===== src/rtl/audio_proc_gen.sv =====
// audio_proc_gen: per-frame audio processor sitting between the AC'97
// controller and the codec output path.
//
// Each AC'97 frame is announced by a rising edge on the asynchronous
// 'ready' level. The rising edge is synchronised and turned into a
// one-cycle frame strobe. On that strobe the block:
//   - captures the attenuated left/right inputs,
//   - captures the mode and the current tone sample,
//   - advances the tone generator and the heartbeat frame counter.
// One cycle later the new output pair is registered and out_valid pulses.
// From the first clock edge that samples ready=1, the outputs update
// three edges later.
//
// Ports
//   clock        system clock
//   reset_n      asynchronous active-low reset
//   ready        AC'97 frame-ready level (asynchronous to clock)
//   left_in      PCM sample from AC'97, left (signed)
//   right_in     PCM sample from AC'97, right (signed)
//   mode         00 mute, 01 loopback, 10 tone, 11 tone + input mix
//   mono         1: right path takes left_in
//   atten        arithmetic right shift applied to the input samples
//   half_period  tone half-period in frames, 0 silences the tone
//   left_out     registered PCM to AC'97, left
//   right_out    registered PCM to AC'97, right
//   out_valid    one-cycle pulse when left_out/right_out update
//   LED          heartbeat, toggles every 2**LED_DIV frames
module audio_proc_gen #(
  parameter int                  SAMPLE_W = 20,
  parameter int                  DIV_W    = 16,
  parameter logic [SAMPLE_W-1:0] TONE_AMP = 20'h08000,
  parameter int                  LED_DIV  = 14
) (
  input  logic                clock,
  input  logic                reset_n,
  input  logic                ready,
  input  logic [SAMPLE_W-1:0] left_in,
  input  logic [SAMPLE_W-1:0] right_in,
  input  logic [1:0]          mode,
  input  logic                mono,
  input  logic [2:0]          atten,
  input  logic [DIV_W-1:0]    half_period,
  output logic [SAMPLE_W-1:0] left_out,
  output logic [SAMPLE_W-1:0] right_out,
  output logic                out_valid,
  output logic                LED
);

  localparam logic [SAMPLE_W-1:0] SAT_MAX = {1'b0, {(SAMPLE_W-1){1'b1}}};
  localparam logic [SAMPLE_W-1:0] SAT_MIN = {1'b1, {(SAMPLE_W-1){1'b0}}};

  // ready synchroniser; ready_s3 only serves the rising-edge detect
  logic ready_s1_reg, ready_s2_reg, ready_s3_reg;
  logic strobe;

  always_ff @(posedge clock or negedge reset_n) begin
    if (!reset_n) begin
      ready_s1_reg <= 1'b0;
      ready_s2_reg <= 1'b0;
      ready_s3_reg <= 1'b0;
    end else begin
      ready_s1_reg <= ready;
      ready_s2_reg <= ready_s1_reg;
      ready_s3_reg <= ready_s2_reg;
    end
  end

  assign strobe = ready_s2_reg & ~ready_s3_reg;

  // Tone generator. The half-period is only reloaded at a phase boundary
  // (or while silent) so a period change never produces a short half-cycle.
  logic [DIV_W-1:0]           hp_latched_reg, tone_cnt_reg;
  logic                       phase_reg;
  logic signed [SAMPLE_W-1:0] tone_now;

  assign tone_now = (hp_latched_reg == '0) ? '0 :
                    (phase_reg ? $signed(TONE_AMP) : -$signed(TONE_AMP));

  always_ff @(posedge clock or negedge reset_n) begin
    if (!reset_n) begin
      hp_latched_reg <= '0;
      tone_cnt_reg   <= '0;
      phase_reg      <= 1'b0;
    end else if (strobe) begin
      if (hp_latched_reg == '0) begin
        hp_latched_reg <= half_period;
        phase_reg      <= 1'b0;
      end else if (tone_cnt_reg == hp_latched_reg - 1'b1) begin
        tone_cnt_reg   <= '0;
        phase_reg      <= ~phase_reg;
        hp_latched_reg <= half_period;
      end else begin
        tone_cnt_reg   <= tone_cnt_reg + 1'b1;
      end
    end
  end

  // Heartbeat: toggle when the frame counter wraps from all-ones to zero
  logic [LED_DIV-1:0] frame_cnt_reg;
  logic               led_reg;

  always_ff @(posedge clock or negedge reset_n) begin
    if (!reset_n) begin
      frame_cnt_reg <= '0;
      led_reg       <= 1'b0;
    end else if (strobe) begin
      frame_cnt_reg <= frame_cnt_reg + 1'b1;
      if (&frame_cnt_reg)
        led_reg <= ~led_reg;
    end
  end

  assign LED = led_reg;

  // Capture stage: everything the output stage needs is frozen on the strobe
  // (tone_now is the pre-toggle sample), so later input changes are ignored.
  logic [1:0]                 mode_reg;
  logic signed [SAMPLE_W-1:0] tone_reg;
  logic                       capture_valid_reg;
  logic                       out_valid_reg;

  always_ff @(posedge clock or negedge reset_n) begin
    if (!reset_n) begin
      mode_reg          <= 2'b00;
      tone_reg          <= '0;
      capture_valid_reg <= 1'b0;
      out_valid_reg     <= 1'b0;
    end else begin
      capture_valid_reg <= strobe;
      out_valid_reg     <= capture_valid_reg;
      if (strobe) begin
        mode_reg <= mode;
        tone_reg <= tone_now;
      end
    end
  end

  assign out_valid = out_valid_reg;

  // Per-channel datapath: channel 0 = left, channel 1 = right
  logic [SAMPLE_W-1:0] chan_src [2];
  logic [SAMPLE_W-1:0] chan_out [2];

  assign chan_src[0] = left_in;
  assign chan_src[1] = mono ? left_in : right_in;

  generate
    for (genvar gi = 0; gi < 2; gi++) begin : g_chan
      logic signed [SAMPLE_W-1:0] in_next, in_reg;
      logic [SAMPLE_W:0]          sum;
      logic [SAMPLE_W-1:0]        out_next, out_reg;

      assign in_next = $signed(chan_src[gi]) >>> atten;

      always_ff @(posedge clock or negedge reset_n) begin
        if (!reset_n)
          in_reg <= '0;
        else if (strobe)
          in_reg <= in_next;
      end

      // One extra bit holds any input+tone sum; the top two bits differ on overflow
      assign sum = {in_reg[SAMPLE_W-1], in_reg} + {tone_reg[SAMPLE_W-1], tone_reg};

      always_comb begin
        out_next = '0;
        case (mode_reg)
          2'b00: out_next = '0;
          2'b01: out_next = in_reg;
          2'b10: out_next = tone_reg;
          2'b11: begin
            if (sum[SAMPLE_W] != sum[SAMPLE_W-1])
              out_next = sum[SAMPLE_W] ? SAT_MIN : SAT_MAX;
            else
              out_next = sum[SAMPLE_W-1:0];
          end
          default: out_next = '0;
        endcase
      end

      always_ff @(posedge clock or negedge reset_n) begin
        if (!reset_n)
          out_reg <= '0;
        else if (capture_valid_reg)
          out_reg <= out_next;
      end

      assign chan_out[gi] = out_reg;
    end
  endgenerate

  assign left_out  = chan_out[0];
  assign right_out = chan_out[1];

endmodule


===== config.mk =====
export PLATFORM = sky130hd
export DESIGN_NAME = audio_proc_gen
export DESIGN_NICKNAME = d
export VERILOG_FILES = /design/src/rtl/audio_proc_gen.sv
export SDC_FILE = /design/constraint.sdc
export NUM_CORES = 1
export LEC_CHECK = 0
export CORE_MARGIN = 2
export CORE_UTILIZATION = 56
export DETAILED_ROUTE_END_ITERATION = 16
export PLACE_DENSITY_LB_ADDON = 0.3
export SLEW_MARGIN = 20
export SYNTH_ARGS = -nofsm -noshare
export SYNTH_HDL_FRONTEND = slang
export SYNTH_SLANG_ARGS = --single-unit

===== constraint.sdc =====
create_clock -name clock -period 3.45 [get_ports clock]
set_input_delay 0.345 -clock clock [delete_from_list [all_inputs] [get_ports clock]]
set_output_delay 0.345 -clock clock [all_outputs]
set_load 0.02 [all_outputs]

==> metrics.cfg <==
[grt]
antenna_found_initial = 0
grt_util_all_layers_pct = 27.2
grt_start_max_net_pins = 81
grt_pass1_vias = 6336
gr-total-overflow = 0
grt_pass1_wl_mm = 32.3

[pwr]
switching_share_pct = 32.6
peakVddDrop_mv = 0.543
power_leakage_nw = 4.38
p_clk_share_pct = 32.8
powerDensity_nw_per_um2 = 611
p_comb_share_pct = 31.0
p_switching_mw = 1.99
internal-power_mw = 4.12
power_frac_seq_pct = 36.1

[synth]
synthesis.area_um2 = 8040
synth_warnings = 0
avgSynthCellArea_um2 = 9.74
synthCells = 826
synthAdderAreaFrac_pct = 2.52
synth-compound-area-share_pct = 15.0
synth_flop_cell = dfrtp_1
seq_area_frac_synth_pct = 42.6
muxShareOfSynthArea_pct = 14.6
synth_fp_nets = 906
ys_ff_latch = 137
ys_types = 66
synth_edf_count = 0
netlist_top_cells_area = dfrtp_1 43%, mux2i_1 6.6%, nand2_1 5.2%
synth-simple-area-share_pct = 16.2
synth_top_family_by_area = simple AND/OR/NAND/NOR gates
synthArstFlopShare_pct = 100
synth_top_area_share_pct = 42.6
synth.largest_area_cell = dfrtp_1
synth_xor_area_share_pct = 5.01

[timing]
fin_crit_ps = 3250
setup_tns_ps = 0
worst_slack_ps = 197
hold_viol = 0
max_slew_margin_pct = 33.0
fmax_ghz = 0.307
skew_ps = 9.60
setup_viol = 0
slew_violations = 0
final.period_utilization_pct = 94.3
tightestPinTransition_ps = 1000

[die]
io_pins = 107
fp.coreArea_um2 = 13900
die-area_um2 = 15300
rows = 43
die_w_um = 124
start_util_pct = 57.7
die_h_um = 124

[critical_path]
cp_data_required_time_ps = 3760
arrival_ps = 3560
r2r_start = hp_latched_reg[0]$_DFFE_PN0P_
path_class = reg2reg
crit_start = hp_latched_reg[0]$_DFFE_PN0P_
cp-start-kind = register
r2r_cells = 11
crit_fanout = 10
cp-end-kind = register

[worst_hold_path]
hp-class = reg2reg
hp-start = ready_s1_reg$_DFF_PN0_
holdPathStages = 0

[run_status]
outcome = finished, final reports clean

[clocking]
cts_max_level = 4
cts.sinks = 137
insertion_delay_ps = 430
numCtsBuffers = 17
cts_tree = built
clock-root-buffer = clkbuf_16
cts_buffer_depth = 2
cts.clk_slew.worst_paths_ps = 60

[routing]
final_antenna_net_count = 0
num_vias = 6666
wl_per_cell_um = 17.8
vias_per_cell = 5.96
first_pass_iters = 5
wl_mm = 19.9
drt_iter0_drc = 646
drc = 0

[finish]
largest_reg_flops = 40
fill_cells = 1011
area_growth_pct = 24.5
drive_above_1_share_pct = 13.8
n_antenna_cell = 0
fin_nets = 1007

[placed_design]
gp_congestion = 0.952
portBuffers = 106
dp_hpwl_mm = 14.0
place_ws_ps = 176

[flow_run]
cap_violations = 0

==> cell usage after synthesis (2+ instances only) <==
master and count:
a2111oi_0 3, a21oi_1 27, buf_1 9, nand3_1 24, or4_1 2, mux4_2 18, a22o_2 5, nor4_1 7
inv_1 31, xnor2_1 29, a311o_1 4, mux2i_1 53, buf_2 5, fa_1 2, dfrtp_1 137, o21ai_1 2
nand2b_1 13, xor2_1 17, nor3b_1 2, a211oi_1 6, nand3b_1 3, and2_1 5, a21o_1 4, or3_1 2
nand2_1 112, nor2_1 65, a31oi_1 4, o22a_2 2, nor2b_1 9, o211ai_1 8, ha_1 13, o22a_1 2
o21ai_0 57, o221a_2 15, nor4b_1 2, o21a_1 7, nor3_1 6, clkbuf_1 32, and3_1 5, o22ai_1 21
nand4_1 10, mux2_2 21, buf_6 2
==> cells in the final DEF, fill, tap and decap left out, types with 9 or more instances in the layout <==
| cell | instances |
|---|---|
| a21oi_1 | 27 |
| buf_4 | 20 |
| clkbuf_16 | 17 |
| clkdlybuf4s50_1 | 104 |
| dfrtp_1 | 137 |
| ha_1 | 13 |
| inv_1 | 31 |
| mux2_2 | 21 |
| mux2i_1 | 53 |
| mux4_2 | 18 |
| nand2_1 | 112 |
| nand2b_1 | 12 |
| nand3_1 | 24 |
| nand4_1 | 10 |
| nor2_1 | 65 |
| nor2b_1 | 9 |
| o21ai_0 | 57 |
| o221a_2 | 15 |
| o22ai_1 | 21 |
| xnor2_1 | 29 |
| xor2_1 | 17 |
==> area by class of cell <==
class                   instances  area, um^2  share of cell area [%]
clock buffers                  22         494                    4.94
clock inverters                 9         161                    1.61
inverters                      33         124                    1.24
multi-input cells             608        4300                    43.0
flip-flops and latches        137        3430                    34.2
well taps                     180         225                    2.25
repair buffers                130        1280                    12.8
==> layer usage <==
metal	global-route usage [%]	share of wire, %	vias to the layer above
li1	-	-	3175
met1	38.9	46	3273
met2	42.4	48	187
met3	4.62	4.3	31
met4	8.74	1.7	0
met5	0	0	-
==> timing repair <==
| action | CTS | global route |
|---|---|---|
| setup buffers | 0 | 1 |
| gates resized for setup | 0 | 2 |
| hold buffers | 1 | 0 |
| endpoints found under the hold margin | 35 | 0 |
| setup endpoints to repair | 0 | 31 |
==> kinds of logic after synthesis <==
group | count (synthesis)
mux | 92
xor+xnor | 46
fa+ha+maj | 15
flops | 137
compound gates | 178
buf+inv | 81
simple gates | 277
==> per-stage QoR <==
step / std cells / hold WS [ps] / util, % / cell area [um^2] / total power, mW
after floorplan: 826 / 49.4 / - / 8040 / 3.43
after global placement: 1086 / 332 / 66.8 / 9320 / 4.04
after detailed placement: 1086 / 337 / 66.8 / 9320 / 4.08
after CTS: 1118 / 359 / 71.6 / 9980 / 6.12
after global routing: 1119 / 362 / 71.9 / 10000 / 6.44
final: 1119 / 358 / 71.9 / 10000 / 6.11
==> path summary, 6_finish.rpt <==
| check | endpoint | slack (ps) |
|---|---|---|
| worst min register to register | ready_s2_reg$_DFF_PN0_ | 360 |
| worst max register to register | hp_latched_reg[8]$_DFFE_PN0P_ | 200 |
| max in group asynchronous | right_out[2]$_DFFE_PN0P_ | 2170 |
| min in group asynchronous | right_out[15]$_DFFE_PN0P_ | 530 |
| worst min-delay path | ready_s2_reg$_DFF_PN0_ | 360 |
| worst max-delay path | hp_latched_reg[8]$_DFFE_PN0P_ | 200 |
==> critical path, stage by stage, from the launching register on <==
cell and delay (ps):
dfrtp_1 420, inv_1 80, ha_1 210, nor3b_2 300, nand2_1 90, o41ai_1 400
nor4b_2 270, nor3_1 90, or4_1 580, a21oi_4 180, buf_12 160, mux2_2 350
==> power by group through the flow <==
stage / logic (mW) / registers [mW] / clock network, mW
floorplan: 1.19 / 2.25 / 0
global placement: 1.83 / 2.22 / 0
detailed placement: 1.86 / 2.22 / 0
global route: 2.09 / 2.26 / 2.10
finish: 1.90 / 2.21 / 2.01
CTS: 1.89 / 2.20 / 2.03
Power figures use the tool's default switching activity.
==> RTL change, RTL diff (same settings) <==
The parameter `TONE_AMP` goes from 20'h08000 to 20'h04000.
--- a/src/rtl/audio_proc_gen.sv
+++ b/src/rtl/audio_proc_gen.sv
@@ -30,3 +30,3 @@
   parameter int                  DIV_W    = 16,
-  parameter logic [SAMPLE_W-1:0] TONE_AMP = 20'h08000,
+  parameter logic [SAMPLE_W-1:0] TONE_AMP = 20'h04000,
   parameter int                  LED_DIV  = 14
Check against the original RTL: not equivalent (a bounded check fails within 10 cycles, from zero or initial values and one cycle with reset_n low).
==> RTL change against the original RTL <==
Count of clock-buffer cells in the layout decreased by 3; setup slack improved by 0.049 ns; routed wire length up 0.78%; sequential cell count unchanged; area after synthesis grew 0.53%; largest power group unchanged; power decreased by 7.1%; design area fell by 1.4%; combinational power shrank 12%; global-route usage rose by 0.44 points; synthesized cell count down 2.2%; maximum frequency rose by 1.5%.
==> RTL change: results (changes against the original RTL) <==
Power
  • Leakage power figure: 0.00444 uW (was 0.00438 uW)

Finish
  • Fraction of layout instances using a drive strength above 1: 13.1% (was 13.8%)
  • Number of nets at the end of the flow: 982 (was 1007)

Placed design
  • Placed insts: 1061 (was 1086)
  • Routability congestion estimate from global placement: 0.930 (was 0.952)
  • Detailed Place HPWL: 14200 microns (was 14000 microns)
  • Post-placement cell area: 9270 sq um (was 9320 sq um)

STA
  • Slew @ Worst Pin: 1.10 ns (was 1.00 ns)
  • Post-Route Skew: 0.00964 ns (was 0.00960 ns)

Critical path
  • Delay of the slowest critical-path stage: 0.68 ns (was 0.58 ns)
  • Crit path arrival time: 3.53 ns (was 3.56 ns)
  • Top delay family on crit path: compound AO/OA/AOI/OAI gates (was simple AND/OR/NAND/NOR gates)
  • Endpoint of the worst-slack reg-to-reg timing path: right_out[9]$_DFFE_PN0P_ (was hp_latched_reg[8]$_DFFE_PN0P_)
  • Highest net fanout along the worst path: 14 (was 10)
  • CP startpoint: tone_reg[18]$_DFFE_PN0P_ (was hp_latched_reg[0]$_DFFE_PN0P_)
  • Standard cell with the maximum stage delay on the critical path: sky130_fd_sc_hd__dfrtp_1 (was sky130_fd_sc_hd__or4_1)

Drt
  • Met2 WL: 9690 microns (was 9590 microns)
  • Overall routed net length: 20100 microns (was 19900 microns)
  • Wl on met1: 8970 microns (was 9130 microns)
  • Wire length on met3: 1160 microns (was 849 microns)
  • Routed vias/inst: 6.05 (was 5.96)
  • Initial DRC Count: 621 (was 646)

Yosys
  • Fraction of the yosys area taken by sequential cells: 42.4% (was 42.6%)
  • Number of unique standard cell types used by synthesis: 60 (was 66)
  • Xor/xnor share of the synthesized area: 4.98% (was 5.01%)
  • Adder and majority cell fraction of the synthesized area: 2.82% (was 2.52%)
  • Compound-gate portion of the synthesized area: 14.9% (was 15.0%)
  • Synth top area cells: sky130_fd_sc_hd__dfrtp_1 (42%), sky130_fd_sc_hd__mux2i_1 (6.2%), sky130_fd_sc_hd__mux4_2 (5.0%) (was sky130_fd_sc_hd__dfrtp_1 (43%), sky130_fd_sc_hd__mux2i_1 (6.6%), sky130_fd_sc_hd__nand2_1 (5.2%))
  • Share of cell area taken by muxes after synthesis: 15.8% (was 14.6%)
  • List of most frequent post-synthesis cells: sky130_fd_sc_hd__dfrtp_1 (137), sky130_fd_sc_hd__nand2_1 (81), sky130_fd_sc_hd__o21ai_0 (62), sky130_fd_sc_hd__mux2i_1 (50), sky130_fd_sc_hd__nor2_1 (47) (was sky130_fd_sc_hd__dfrtp_1 (137), sky130_fd_sc_hd__nand2_1 (112), sky130_fd_sc_hd__nor2_1 (65), sky130_fd_sc_hd__o21ai_0 (57), sky130_fd_sc_hd__mux2i_1 (53))
  • Synthesized netlist net count: 890 (was 906)

Clock tree
  • CTS max path bufs: 2 (unchanged)

Global routing
  • Total global routing track utilization: 27.6% (was 27.2%)
  • Global-route wire length before repair: 33100 microns (was 32300 microns)

Outcome
  • Status: complete, no violations (unchanged)
==> RTL change: cell types whose count changed after synthesis, moves of 7 or more <==
cell / delta
sky130_fd_sc_hd__nand2_1: -31
sky130_fd_sc_hd__nand2b_1: +7
sky130_fd_sc_hd__a22oi_1: +13
sky130_fd_sc_hd__buf_1: -7
sky130_fd_sc_hd__clkbuf_1: +8
sky130_fd_sc_hd__mux2_4: +8
sky130_fd_sc_hd__a21oi_1: +15
sky130_fd_sc_hd__nor2_1: -18
sky130_fd_sc_hd__o22ai_1: -20
==> RTL change: power by group <==
part           internal [uW]  total (uW)  leakage [uW]  switching, uW
sequential              1890        2170       0.00172            281
combinational            829        1680       0.00243            854
clock                   1110        1830      0.000294            718
==> RTL change: layout make-up <==
type / count / area, sq um
Clock buffer: 19 / 453
Clock inverter: 13 / 144
Fill cell: 1065 / 4120
Inverter: 34 / 128
Multi-Input combinational cell: 589 / 4310
Sequential cell: 137 / 3430
Tap cell: 180 / 225
Timing Repair Buffer: 121 / 1180
==> RTL change: metal layers <==
metal,vias up,track usage (%)
met5,-,0
met4,0,7.58
met3,26,5.45
met2,229,43.3
met1,3266,39.3
li1,3092,-
==> RTL change: worst min-delay path by stage <==
stage          slack [ns]                    from  depth (start not counted)                        to
3_3_place_gp         0.33  ready_s1_reg$_DFF_PN0_                          0    ready_s2_reg$_DFF_PN0_
5_1_grt              0.08                 reset_n                          1  left_out[15]$_DFFE_PN0P_
2_1_floorplan        0.05                 reset_n                          0           LED$_DFFE_PN0P_
3_5_place_dp         0.33  ready_s1_reg$_DFF_PN0_                          0    ready_s2_reg$_DFF_PN0_
4_1_cts              0.04                 reset_n                          1  left_out[15]$_DFFE_PN0P_
6_report             0.02                 reset_n                          1  left_out[15]$_DFFE_PN0P_
==> RTL change: kinds of logic after synthesis <==
logic type | after synthesis
XOR/XNOR | 46
adder cells (fa/ha/maj) | 17
AO/OA/AOI/OAI | 184
buffers and inverters | 82
flip-flops | 137
multiplexers | 98
AND/OR/NAND/NOR | 244
==> RTL change: per-stage QoR <==
stage / power (uW) / setup WS [ns]
finish: 5680 / 0.246
global route: 5980 / 0.0238
CTS: 5690 / 0.279
detailed placement: 3840 / 0.0218
global placement: 3770 / 0.127
floorplan: 3250 / 0.291
==> RTL change: repair_timing <==
action                                  in CTS  in global routing
hold endpoints to repair                     0                  0
resized for setup                            1                  0
endpoints found under the setup margin       1                  0
